`src/rtl/aon_wakeup_timer.sv`:
```
// -----------------------------------------------------------------------------
// aon_wakeup_timer
//
// Always-on wakeup timer. Rising edges of the slow divided-clock level on
// tick_in are prescaled and counted against a programmable threshold. On
// expiry the block raises a sticky level interrupt and a one-cycle wakeup
// pulse. Configuration goes through a small register port.
//
// Optional feature macro: AON_TIMER_AUTORELOAD_EN
//   defined   -> CTRL[1] (autoreload) is implemented: after expiry COUNT
//                restarts from 0 and counting continues.
//   undefined -> CTRL[1] reads 0 and ignores writes; the timer is one-shot.
//
// Ports
//   clk        in   1    system clock
//   reset      in   1    synchronous, active-high reset
//   tick_in    in   1    divided-clock level, synchronous to clk
//   cfg_we     in   1    register write strobe
//   cfg_re     in   1    register read strobe
//   cfg_addr   in   2    register index (0 CTRL, 1 THRESHOLD, 2 COUNT, 3 STATUS)
//   cfg_wdata  in   32   write data
//   cfg_rdata  out  32   registered read data, updates the cycle after cfg_re
//   irq_o      out  1    expiry interrupt, sticky until write-1-to-clear
//   wakeup_o   out  1    one-cycle pulse while the expiry is being handled
//
// Register map (unused bits read 0)
//   0 CTRL      [0] enable, [1] autoreload, [8 +: PRESCALE_W] prescale
//   1 THRESHOLD [CNT_W-1:0]
//   2 COUNT     [CNT_W-1:0], writable
//   3 STATUS    [0] irq (W1C), [1] running (RO)
// -----------------------------------------------------------------------------
module aon_wakeup_timer #(
    parameter int CNT_W      = 32,
    parameter int PRESCALE_W = 12
) (
    input  logic        clk,
    input  logic        reset,
    input  logic        tick_in,
    input  logic        cfg_we,
    input  logic        cfg_re,
    input  logic [1:0]  cfg_addr,
    input  logic [31:0] cfg_wdata,
    output logic [31:0] cfg_rdata,
    output logic        irq_o,
    output logic        wakeup_o
);

    typedef enum logic [1:0] {
        IDLE     = 2'd0,
        COUNTING = 2'd1,
        EXPIRED  = 2'd2
    } state_t;

    state_t                state_q, state_d;
    logic                  enable_q, enable_d;
    logic [PRESCALE_W-1:0] prescale_q, prescale_d;
    logic [PRESCALE_W-1:0] pre_cnt_q, pre_cnt_d;
    logic [CNT_W-1:0]      threshold_q, threshold_d;
    logic [CNT_W-1:0]      count_q, count_d;
    logic                  irq_q, irq_d;
    logic                  tick_dly_q, tick_dly_d;
    logic [31:0]           rdata_q, rdata_d;
    logic                  autoreload;

    logic                  tick_rise;
    logic                  pre_wrap;
    logic [CNT_W-1:0]      count_inc;
    logic [CNT_W-1:0]      thr_eff;
    logic                  wr_ctrl, wr_thr, wr_count, wr_status;
    logic                  running;
    logic [31:0]           rd_val;

    // Bits of the write bus that no register stores are intentionally ignored.
    logic                  unused_wdata;
    assign unused_wdata = ^cfg_wdata;

`ifdef AON_TIMER_AUTORELOAD_EN
    logic autoreload_q, autoreload_d;

    always_comb begin
        autoreload_d = autoreload_q;
        if (wr_ctrl) begin
            autoreload_d = cfg_wdata[1];
        end
    end

    always_ff @(posedge clk) begin
        if (reset) begin
            autoreload_q <= 1'b0;
        end else begin
            autoreload_q <= autoreload_d;
        end
    end

    assign autoreload = autoreload_q;
`else
    assign autoreload = 1'b0;
`endif

    assign tick_rise = tick_in & ~tick_dly_q;
    assign pre_wrap  = (pre_cnt_q == prescale_q);
    assign count_inc = count_q + CNT_W'(1);
    // A zero threshold behaves like a threshold of one.
    assign thr_eff   = (threshold_q == '0) ? CNT_W'(1) : threshold_q;
    assign running   = (state_q != IDLE);

    assign wr_ctrl   = cfg_we && (cfg_addr == 2'd0);
    assign wr_thr    = cfg_we && (cfg_addr == 2'd1);
    assign wr_count  = cfg_we && (cfg_addr == 2'd2);
    assign wr_status = cfg_we && (cfg_addr == 2'd3);

    // Next-state logic. Order matters: software writes are applied first, the
    // FSM then overrides where hardware must win (irq set, enable clear), and
    // a COUNT write is applied last so it beats any increment or reload.
    always_comb begin
        state_d     = state_q;
        enable_d    = enable_q;
        prescale_d  = prescale_q;
        pre_cnt_d   = pre_cnt_q;
        threshold_d = threshold_q;
        count_d     = count_q;
        irq_d       = irq_q;
        tick_dly_d  = tick_in;

        if (wr_ctrl) begin
            enable_d   = cfg_wdata[0];
            prescale_d = cfg_wdata[8 +: PRESCALE_W];
        end
        if (wr_thr) begin
            threshold_d = cfg_wdata[CNT_W-1:0];
        end
        if (wr_status && cfg_wdata[0]) begin
            irq_d = 1'b0;
        end

        case (state_q)
            IDLE: begin
                if (enable_q) begin
                    state_d   = COUNTING;
                    pre_cnt_d = '0;
                end
            end
            COUNTING: begin
                if (!enable_q) begin
                    state_d = IDLE;
                end else if (tick_rise) begin
                    if (pre_wrap) begin
                        pre_cnt_d = '0;
                        // The comparison uses the threshold currently held,
                        // even if software is rewriting it this cycle.
                        if (!wr_count) begin
                            count_d = count_inc;
                            if (count_inc >= thr_eff) begin
                                state_d = EXPIRED;
                                irq_d   = 1'b1;
                            end
                        end
                    end else begin
                        pre_cnt_d = pre_cnt_q + PRESCALE_W'(1);
                    end
                end
            end
            EXPIRED: begin
                irq_d = 1'b1;
                if (autoreload && enable_q) begin
                    count_d   = '0;
                    pre_cnt_d = '0;
                    state_d   = COUNTING;
                end else begin
                    enable_d = 1'b0;
                    state_d  = IDLE;
                end
            end
            default: begin
                state_d = IDLE;
            end
        endcase

        if (wr_count) begin
            count_d = cfg_wdata[CNT_W-1:0];
        end
    end

    // Read mux; cfg_rdata holds its value unless a read is strobed.
    always_comb begin
        rd_val = '0;
        case (cfg_addr)
            2'd0: begin
                rd_val[0]              = enable_q;
                rd_val[1]              = autoreload;
                rd_val[8 +: PRESCALE_W] = prescale_q;
            end
            2'd1: rd_val[CNT_W-1:0] = threshold_q;
            2'd2: rd_val[CNT_W-1:0] = count_q;
            2'd3: begin
                rd_val[0] = irq_q;
                rd_val[1] = running;
            end
            default: rd_val = '0;
        endcase
        rdata_d = cfg_re ? rd_val : rdata_q;
    end

    always_ff @(posedge clk) begin
        if (reset) begin
            state_q     <= IDLE;
            enable_q    <= 1'b0;
            prescale_q  <= '0;
            pre_cnt_q   <= '0;
            threshold_q <= '0;
            count_q     <= '0;
            irq_q       <= 1'b0;
            rdata_q     <= '0;
            // Track the live level so a high tick_in at release is not an edge.
            tick_dly_q  <= tick_in;
        end else begin
            state_q     <= state_d;
            enable_q    <= enable_d;
            prescale_q  <= prescale_d;
            pre_cnt_q   <= pre_cnt_d;
            threshold_q <= threshold_d;
            count_q     <= count_d;
            irq_q       <= irq_d;
            rdata_q     <= rdata_d;
            tick_dly_q  <= tick_dly_d;
        end
    end

    assign cfg_rdata = rdata_q;
    assign irq_o     = irq_q;
    assign wakeup_o  = (state_q == EXPIRED);

endmodule

```
`config.mk`:
```
export PLATFORM = sky130hd
export DESIGN_NAME = aon_wakeup_timer
export DESIGN_NICKNAME = d
export VERILOG_FILES = /design/src/rtl/aon_wakeup_timer.sv
export SDC_FILE = /design/constraint.sdc
export NUM_CORES = 1
export LEC_CHECK = 0
export ABC_CLOCK_PERIOD_IN_PS = 3170
export BUFFER_PORTS_ARGS = -buffer_cell sky130_fd_sc_hd__buf_2
export CAP_MARGIN = 10
export CORE_MARGIN = 1.5
export CORE_UTILIZATION = 45
export CTS_CLUSTER_DIAMETER = 100
export DETAILED_ROUTE_END_ITERATION = 16
export PLACE_DENSITY = 0.65
export RECOVER_POWER = 50
export SYNTH_ARGS = -nofsm -noshare
export SYNTH_HDL_FRONTEND = slang
export SYNTH_SLANG_ARGS = --single-unit
```
`constraint.sdc`:
```
create_clock -name clk -period 3.17 [get_ports clk]
set_input_delay 0.634 -clock clk [delete_from_list [all_inputs] [get_ports clk]]
set_output_delay 0.634 -clock clk [all_outputs]
set_load 0.05 [all_outputs]
```
Word level (Yosys, flattened, before mapping)
Cells that the tools add are included.
{"block": "totals", "ff_bits": 125, "latch_bits": 0, "mem_bits_rw": 0, "mem_bits_ro": 0, "in_bits": 39, "output_inout_bits": 34, "n_memories": 0}
{"block": "op_classes", "add_sub_neg": 2, "mul": 0, "div": 0, "magnitude_cmp": 1, "eq_ne": 13, "shift": 0, "n_mux": 29, "bitwise": 2, "reduce_logical": 18}
{"cell": "$mux W32", "n": 6}
{"cell": "$mux W12", "n": 4}
{"cell": "$pmux W12 S2", "n": 2}
{"cell": "$pmux W12 S3", "n": 1}
{"cell": "$add A32 B1 Y32 const B", "n": 1}
{"cell": "$ge A32 B32 Y1", "n": 1}
{"cell": "$logic_not A32 Y1", "n": 1}
{"cell": "$add A12 B1 Y12 const B", "n": 1}
{"cell": "$eq A12 B12 Y1", "n": 1}
{"cell": "$mux W2", "n": 6}
{"cell": "$ne A3 B3 Y1 const B", "n": 4}
{"cell": "$pmux W6 S2", "n": 1}
{"cell": "$reduce_bool A2 Y1", "n": 6}
{"cell": "$pmux W2 S4", "n": 1}
{"cell": "$reduce_and A4 Y1", "n": 2}
{"cell": "$eq A2 B2 Y1 const B", "n": 3}
{"cell": "$mux W1", "n": 6}
{"cell": "$ne A2 B2 Y1 const B", "n": 3}
{"cell": "$logic_and A1 B1 Y1", "n": 5}
{"cell": "$reduce_and A5 Y1", "n": 1}
{"cell": "$eq A2 B1 Y1 const B", "n": 2}
{"cell": "$logic_not A2 Y1", "n": 2}
{"cell": "$pmux W2 S2", "n": 1}
{"cell": "$pmux W1 S2", "n": 1}
{"cell": "3 further kinds", "n": 3}

Depth between registers and ports, before layout
Gate-level depths: netlist (run 1).
{"block": "logic_depth", "word_depth": 10, "mapped_depth": 14, "mapped_depth_nobuf": 13}

Worst setup path before layout (run 1)
OpenSTA, ideal clock, no wires.
{"block": "synth_path", "kind": "flip-flop to flip-flop", "start": "reg count_q[0]", "end": "reg state_q[0]", "t_arrival_ns": 3.204, "required_ns": 3.055, "slack_ns": -0.149, "path_stages_with_launch": 14, "synth_period_minus_slack_ns": 3.319, "cell_sequence": "dfxtp_1 > and3_4 > nand3_4 > or2_1 > buf_6 > or4_4 > xnor2_1 > ha_1 > nand4_1 > or3_1 > o32ai_1 > o31a_1 > nor2_1 > a2111oi_0"}
{"block": "synth_between", "elab_chain_len": 4}
{"element": "from (decl)", "line": "59", "source": "logic [CNT_W-1:0] count_q, count_d;"}
{"element": "from (signal assigned)", "line": "222", "source": "count_q <= count_d;"}
{"element": "$add A32 B1 Y32", "line": "102", "source": "assign count_inc = count_q + CNT_W'(1);"}
{"element": "$ge A32 B32 Y1", "line": "153", "source": "if (count_inc >= thr_eff) begin"}
{"element": "$ne A3 B3 Y1 (no source line)"}
{"element": "$reduce_and A5 Y1 (no source line)"}
{"element": "to (signal assigned)", "line": "217", "source": "state_q <= state_d;"}
{"element": "to (decl)", "line": "54", "source": "state_t state_q, state_d;"}
Every way passes these cells.
A chain may end at the register's enable or synchronous reset.

Worst setup path in the final report (run 1)
{"block": "layout_path", "start": "reg count_q[1]", "end": "reg state_q[0]"}
The elaborated chain is that of the path after synthesis.

==> results.toml, run 1 <==
[sta]
tightest_slew_ps = 782
rsz0062_at_grt = "true"
setup_ws_ps = -47.7
finalHoldViolCount = 0
maxSlewHeadroom = 0.478
slew_violations = 0
finalCritPeriodShare = 1.02
period_needed_ps = 3220
fin_skew_ps = 12.1
fin_hold_ws_ps = 326
setup_viol_count_final = 1
clock.fmax_ghz = 0.311

[routing]
post-route-drc-count = 0
wl_per_cell_um = 17.3
vias = 6993
drt_first_pass_iters = 9
ant_nets = 0
drtIter0Drc = 502
wl_um = 21900
avgViaCountPerCell = 5.53

[cells_and_area]
postLayoutCoreUtil = 0.586
num_antenna_cells = 0
postLayoutCellArea_mm2 = 0.00900
drive_gt1_frac = 0.195
final_cell_mix = "dfxtp_1, nand2_1, nor2_1"
layout-area-overhead-vs-synth_pct = 25.9
fin_nets = 1122
final_common_cell = "dfxtp_1"

[yosys]
synth_area_leaders = "dfxtp_1, ha_1, nand2_1"
synth_top_area_share = 0.350
synth.distinct_cells = 49
async_reset_ff_frac = 0
synth_fp_nets = 988
postSynthAreaPerCell_um2 = 7.90
syn-cell-area_mm2 = 0.00715
ys.flop_type = "dfxtp_1"
synth_warnings = 0
synth_largest_area_cell = "dfxtp_1"
syn_inst = 906
synth_edf_count = 0
synth.yosys.seq_area_share = 0.350
synth_seq_cells = 125

[clocking]
path_clk_slew_ps = 60
ctsHtreeMaxLevel = 4
cts_tree = "done"
numCtsBuffers = 17
clock-root-buffer = "clkbuf_16"
clock_path_buffers = 2
cts.sink_count = 125
clkLatencyLatePin_ps = 430
holdBufCountCts = 0

[worst_setup_path]
end_kind = "register"
cp.required_ps = 3500
r2r_cells = 13
rr_startpoint = "count_q[1]"
cp-start-kind = "register"
rrSetupSlack_ps = -50
slowest_delay_ps = 440
r2r_end = "state_q[0]"
worstPathArrival_ps = 3550
path_class = "reg2reg"
worstPathMaxFanout = 5
crit_chain = "and3_4 > nand3_4 > or2_4 > or4_4 > xnor2_2 > ha_1 > nand4_1 > or3_4 > o32ai_4 > o31a_1 > buf_4 > nor2_1 > a2111oi_2"
cp_slowest_cell = "or4_4"

[die]
start_util = 0.465
die_y_um = 129
dieWidth_um = 129
core_mm2 = 0.0154
ios = 73
die_area_mm2 = 0.0167
num_rows = 45

[global_route]
grt-ovfl-total = 0
grt_usage = 0.271
first_global_vias = 6577
grt_max_degree = 61
grt_antenna_before_repair = 0
grt_pass1_wl_um = 34700

[power]
p_leak_nw = 3.59
power_density_mw_per_mm2 = 466
ir_drop_mv = 0.382

[hold_path]
hold_path_depth = 1
min_to = "tick_dly_q"
min_from = "tick_in"
worst_hold_path_type = "in2reg"

[place]
hpwl_um = 15500
portBuffers = 72
gp_congestion = 0.915
dpl_cell_area_mm2 = 0.00833

[outcome]
outcome = "finished with violations"
violations = "negative setup slack"

[flow_run]
maxCapViolCount = 0
[per-layer routing]
layer | vias to the layer above | track usage | part of all wire
met5 | - | 0 | 0
met4 | 0 | 0.0793 | 0.014
met3 | 25 | 0.0603 | 0.076
met2 | 237 | 0.427 | 0.44
met1 | 3292 | 0.373 | 0.47
li1 | 3439 | - | -
[worst max-delay path by stage]
stage,to,slack [ps],depth (start not counted),startpoint
final,state_q[0],-50,13,count_q[1]
after global routing,state_q[0],-240,13,count_q[1]
after CTS,state_q[0],-20,12,count_q[16]
after detailed placement,state_q[0],-350,11,threshold_q[6]
after global placement,state_q[0],-350,11,threshold_q[6]
after floorplan,state_q[0],-20,13,count_q[0]
[stage by stage]
stage	total power [mW]	setup slack [ps]	TNS (ps)	std cells
2_1_floorplan	1.99	-21.6	-21.6	906
3_3_place_gp	2.22	-347	-688	1229
3_5_place_dp	2.22	-346	-662	1229
4_1_cts	4.17	-20.8	-20.8	1262
5_1_grt	4.33	-241	-464	1264
6_report	4.19	-47.7	-47.7	1264
[critical path, delay by kind of cell, from the launching register on]
kind	cells	cell delay (ps)
AND/OR/NAND/NOR	7	1460
AO/OA/AOI/OAI	3	750
flip-flops	1	360
adder cells (fa/ha/maj)	1	290
XOR/XNOR	1	150
buffers and inverters	1	120
[sequential cells by signal, indices dropped and copies added, names as in the netlist]
name and count:
cfg_rdata 32, count_q 32, threshold_q 32, pre_cnt_q 12, prescale_q 12, state_q 2, enable_q 1, irq_o 1
tick_dly_q 1
[report_power, final]
part           switching (mW)  total (mW)  internal (mW)
logic                   0.341       0.586          0.245
registers              0.0376        1.65           1.62
clock network           0.740        1.95           1.21
total                    1.12        4.19           3.07
[cells by family after synthesis]
kind of cell,count (synthesis),synth area share
mux,18,0.0252
flops,125,0.350
compound gates,186,0.172
buf+inv,109,0.0589
xor+xnor,67,0.0820
simple gates,358,0.237
fa+ha+maj,43,0.0752
[cells in the mapped netlist (19+ instances only)]
master / instances
a211oi_1: 22
a21oi_1: 80
clkbuf_1: 55
dfxtp_1: 125
ha_1: 43
inv_1: 46
nand2_1: 117
nand3_1: 19
nand4_1: 20
nor2_1: 109
nor2b_1: 19
o21ai_0: 21
xnor2_1: 33
xor2_1: 34
[area by class of cell]
type / count / area, µm²
multi-input cells: 672 / 4360
inverters: 46 / 173
repair buffers: 178 / 1120
flip-flops and latches: 125 / 2510
clock buffers: 21 / 470
well taps: 211 / 264
fillers: 1445 / 6370
clock inverters: 11 / 116
[timing repair]
action,4_1_cts,5_1_grt
gates resized for setup,12,16
pin swaps,1,9
hold endpoints to repair,0,0
endpoints found under the setup margin,3,3
buffers inserted,1,2
No activity file was read; power rests on OpenSTA's default activity.
==> run 2, diff against run 1 <==
- CAP_MARGIN: 10 -> 0
- RECOVER_POWER: 50 -> 25
==> results.toml, run 2 (same netlist as run 1, synthesis figures left out) <==
[cells_and_area]
final_common_cell = "dfxtp_1"
final_cell_mix = "dfxtp_1, nand2_1, buf_4"
num_antenna_cells = 0
layout.cells.non_filler = 1264
layout-area-overhead-vs-synth_pct = 26.0
drive_gt1_frac = 0.198
fin_nets = 1122

[sta]
finalHoldViolCount = 0
setup_viol_count_final = 1
fin_skew_ps = 10.6
setup_ws_ps = -56.9
maxSlewHeadroom = 0.489
period_needed_ps = 3230
finalCritPeriodShare = 1.02
tightest_slew_ps = 767
slew_violations = 0
rsz0062_at_grt = "true"
clock.fmax_ghz = 0.310
fin_hold_ws_ps = 322

[worst_setup_path]
worstPathMaxFanout = 5
cp-start-kind = "register"
path_class = "reg2reg"
cp_slowest_cell = "or4_4"
crit_chain = "and3_4 > nand3_4 > or2_4 > or4_4 > xnor2_2 > ha_1 > nand4_1 > or3_4 > o32ai_4 > o31a_1 > buf_4 > nor2_1 > a2111oi_2"
slowest_delay_ps = 440
critPathTopFamily = "simple AND/OR/NAND/NOR gates"
worstPathArrival_ps = 3560
path_buf_inv = 1
end_kind = "register"
cp.required_ps = 3500

[routing]
wl_um = 21700
avgViaCountPerCell = 5.51
drt_first_pass_iters = 5
vias = 6959
drtIter0Drc = 535
ant_nets = 0
post-route-drc-count = 0
wl_per_cell_um = 17.2

[power]
p_int_mw = 3.07
p_sw_mw = 1.11
switching_share = 0.266
ir_drop_mv = 0.381
p_leak_nw = 3.60
seqPwrFrac = 0.395
clkPwrFrac = 0.465
power_frac_comb = 0.140
power_density_mw_per_mm2 = 464

[die]
ios = 73
start_util = 0.465
dieWidth_um = 129
core_mm2 = 0.0154
die_area_mm2 = 0.0167
num_rows = 45
die_y_um = 129

[outcome]
outcome = "finished with violations"
violations = "negative setup slack"

[clocking]
cts_tree = "done"
path_clk_slew_ps = 60
ctsHtreeMaxLevel = 4
clock-root-buffer = "clkbuf_16"
clock_path_buffers = 2
cts.sink_count = 125
numCtsBuffers = 17
clkLatencyLatePin_ps = 430

[place]
portBuffers = 72
hpwl_um = 15500
dp_cells = 1229
gp_congestion = 0.915

[global_route]
grt-ovfl-total = 0
grt_usage = 0.271
grt_max_degree = 61
grt_pass1_wl_um = 34700
grt_antenna_before_repair = 0
first_global_vias = 6577

[flow_run]
maxCapViolCount = 0

[hold_path]
worst_hold_path_type = "in2reg"
## run 2: worst paths after layout
check,slack [ps],startpoint,cells past startpoint,endpoint
max,-60,count_q[1],13,state_q[0]
min,320,tick_in,1,tick_dly_q
max reg2reg,-60,count_q[1],13,state_q[0]
min reg2reg,490,cfg_rdata[12],2,cfg_rdata[12]
## run 2: metrics by stage
step / area (µm²) / total power, mW / worst slack, ps / TNS [ps] / utilization
final: 9020 / 4.19 / -56.9 / -56.9 / 0.587
after global placement: 8330 / 2.22 / -347 / -688 / 0.542
after detailed placement: 8330 / 2.22 / -346 / -662 / 0.542
after global routing: 9020 / 4.33 / -241 / -464 / 0.587
after floorplan: 7160 / 1.99 / -21.6 / -21.6 / -
after CTS: 8980 / 4.17 / -20.8 / -20.8 / 0.584
## run 2: layer usage
layer  track usage  vias to the layer above  part of all wire
met1         0.373                     3260              0.46
met2         0.427                      229              0.45
li1              -                     3440                 -
met4        0.0793                        0             0.016
met5             0                        -                 0
met3        0.0603                       30             0.070
## run 2: repair_timing
item / in CTS / in global routing
buffers inserted: 1 / 2
gates resized for setup: 12 / 16
endpoints found under the setup margin: 3 / 3
pin swaps: 1 / 9
hold buffers: 0 / 0
hold endpoints to repair: 0 / 0
## run 2: layout make-up
cell class / count / area [µm²]
clock buffer: 21 / 470
clock inverter: 11 / 116
fill: 1443 / 6350
inverter: 46 / 173
multi-input combinational: 672 / 4360
sequential: 125 / 2510
tap: 211 / 264
timing repair buffer: 178 / 1130
## run 2: power by group through the flow
stage | registers [mW] | logic (mW) | clock network [mW]
floorplan | 1.70 | 0.288 | 0
global placement | 1.69 | 0.532 | 0
detailed placement | 1.69 | 0.537 | 0
CTS | 1.65 | 0.559 | 1.96
global route | 1.66 | 0.636 | 2.04
finish | 1.65 | 0.587 | 1.95
## run 2: worst register-to-register path: stages (launching register included)
cell	delay, ps
dfxtp_4	360
and3_4	180
nand3_4	90
or2_4	240
or4_4	440
xnor2_2	150
ha_1	290
nand4_1	100
or3_4	360
o32ai_4	290
o31a_1	190
buf_4	120
nor2_1	50
a2111oi_2	270
==> run 3, diff against run 2 <==
- ABC_AREA: unset -> 1
==> results.toml, run 3 <==
[outcome]
outcome = "finished, final reports clean"

[worst_setup_path]
path_class = "reg2reg"
cp.required_ps = 3440
rrSetupSlack_ps = 300
worstPathMaxFanout = 4
rr_startpoint = "count_q[15]"
end_kind = "register"
cp-start-kind = "register"
r2r_end = "state_q[0]"
worstPathArrival_ps = 3150
critPathCapture = "state_q[0]"
r2r_cells = 18
startpoint = "count_q[15]"

[sta]
finalCritPeriodShare = 0.907
period_needed_ps = 2870
fin_skew_ps = 9.68
tightest_slew_ps = 1060
setup_viol_count_final = 0
rsz0062_at_grt = "false"
clock.fmax_ghz = 0.348
slew_violations = 0
maxSlewHeadroom = 0.295
fin_tns_setup_ps = 0
finalHoldViolCount = 0

[yosys]
synth_warnings = 0
synth_area_leaders = "dfxtp_1, nand2_1, ha_1"
synth_common_cells = "nand2_1, dfxtp_1, inv_1"
async_reset_ff_frac = 0
synth.distinct_cells = 39
ys.flop_type = "dfxtp_1"
synth_top_area_share = 0.350
synth_largest_area_cell = "dfxtp_1"
synth.most_common_cell = "nand2_1"
syn-cell-area_mm2 = 0.00716
synth_fp_nets = 1128
synth_edf_count = 0
postSynthAreaPerCell_um2 = 6.84
syn_inst = 1046
synth.yosys.seq_area_share = 0.350
synth_seq_cells = 125

[die]
die_area_mm2 = 0.0167
start_util = 0.466
ios = 73
core_mm2 = 0.0154
num_rows = 45
die_y_um = 129
dieWidth_um = 129

[clocking]
numCtsBuffers = 17
cts.sink_count = 125
clkLatencyLatePin_ps = 430
cts_tree = "done"
ctsHtreeMaxLevel = 4
clock-root-buffer = "clkbuf_16"
path_clk_slew_ps = 60
clock_path_buffers = 2

[cells_and_area]
fin_nets = 1192
layout-area-overhead-vs-synth_pct = 17.3
num_antenna_cells = 0
final_cell_mix = "nand2_1, inv_1, dfxtp_1"
final_common_cell = "nand2_1"
drive_gt1_frac = 0.128
postLayoutCoreUtil = 0.546

[global_route]
grt_pass1_wl_um = 33000
grt_antenna_before_repair = 0
grt_usage = 0.256
first_global_vias = 6509
grt_max_degree = 71
grt-ovfl-total = 0

[routing]
drtIter0Drc = 538
wl_per_cell_um = 15.5
post-route-drc-count = 0
ant_nets = 0
wl_um = 20700
vias = 6955
avgViaCountPerCell = 5.21
drt_first_pass_iters = 5

[power]
switching_share = 0.287
p_int_mw = 2.86
p_leak_nw = 3.32
power_frac_comb = 0.118
clkPwrFrac = 0.467
p_sw_mw = 1.15
power_density_mw_per_mm2 = 479
seqPwrFrac = 0.415
ir_drop_mv = 0.452

[place]
gp_congestion = 0.944
portBuffers = 72
hpwl_um = 15300

[hold_path]
worst_hold_path_type = "in2reg"

[flow_run]
maxCapViolCount = 0
[run 3: changes by cell type in the layout (fill, tap and decap cells not counted), sizes merged, moves of 19 or more]
cell	before	now
o21ai	21	55
a31oi	1	32
nand2	117	308
nor2	109	85
a211oi	22	1
nor2b	19	0
clkbuf	55	30
inv	46	126
buf	144	75
[run 3: through the flow]
| stage | hold slack [ps] | total power, mW | cells | area [µm²] | setup WS (ps) |
|---|---|---|---|---|---|
| 2_1_floorplan | 456 | 2.01 | 1046 | 7160 | 547 |
| 3_3_place_gp | 450 | 2.17 | 1302 | 7720 | 100 |
| 3_5_place_dp | 452 | 2.17 | 1302 | 7720 | 84.5 |
| 4_1_cts | 314 | 4.03 | 1334 | 8290 | 79.5 |
| 5_1_grt | 315 | 4.17 | 1334 | 8390 | 10.6 |
| 6_report | 322 | 4.02 | 1334 | 8390 | 295 |
[run 3: power groups by stage]
stage                     registers (mW)  logic, mW  clock network, mW
after floorplan                     1.71      0.300                  0
after global placement              1.70      0.468                  0
after CTS                           1.66      0.473               1.89
after detailed placement            1.70      0.471                  0
after global routing                1.67      0.535               1.96
final                               1.67      0.475               1.88
[run 3: cell type report]
| class | count | area (µm²) |
|---|---|---|
| well taps | 211 | 264 |
| inverters | 124 | 465 |
| clock buffers | 17 | 425 |
| multi-input cells | 754 | 4110 |
| flip-flops and latches | 125 | 2510 |
| clock inverters | 15 | 141 |
| fillers | 1558 | 6980 |
| repair buffers | 88 | 474 |
[run 3: how the worst min path moves through the flow]
stage / start / end / slack, ps / cells past startpoint
after floorplan: state_q[1] / state_q[1] / 460 / 2
after global placement: cfg_rdata[31] / cfg_rdata[31] / 450 / 2
after detailed placement: cfg_rdata[5] / cfg_rdata[5] / 450 / 2
after CTS: tick_in / tick_dly_q / 310 / 1
after global routing: tick_in / tick_dly_q / 310 / 1
final: tick_in / tick_dly_q / 320 / 1
[run 3: cells by family (layout without fill, tap and decap cells)]
logic type / Yosys count / after routing / synth area share
buffers and inverters: 167 / 244 / 0.0920
XOR/XNOR: 43 / 43 / 0.0526
flip-flops: 125 / 125 / 0.350
adder cells (fa/ha/maj): 43 / 43 / 0.0752
AND/OR/NAND/NOR: 454 / 454 / 0.262
AO/OA/AOI/OAI: 214 / 214 / 0.169
[run 3: critical path: stages (launching register included)]
cell and delay, ps:
dfxtp_1 410, inv_1 130, nor3_2 290, nand2_1 160, nor3_1 280, xor2_1 180, inv_1 80, ha_1 300
nand2_1 50, nor2_1 120, nand2_1 80, a21oi_1 140, nor2_1 50, nand2_1 130, nand2_1 70, nand2_1 70
nand2_1 70, nand2_1 60, a21oi_1 60
[run 3: metal layers]
layer	track usage	vias up	wire length (µm)
li1	-	3551	-
met1	0.332	3178	9620
met2	0.420	201	9520
met3	0.0557	25	1090
met4	0.0905	0	460
met5	0	-	0
[run 3: repair_timing]
action | in CTS | in global routing
setup endpoints to repair | 0 | 3
hold buffers | 0 | 0
gates resized for setup | 0 | 29
setup buffers | 0 | 0
hold endpoints to repair | 0 | 0
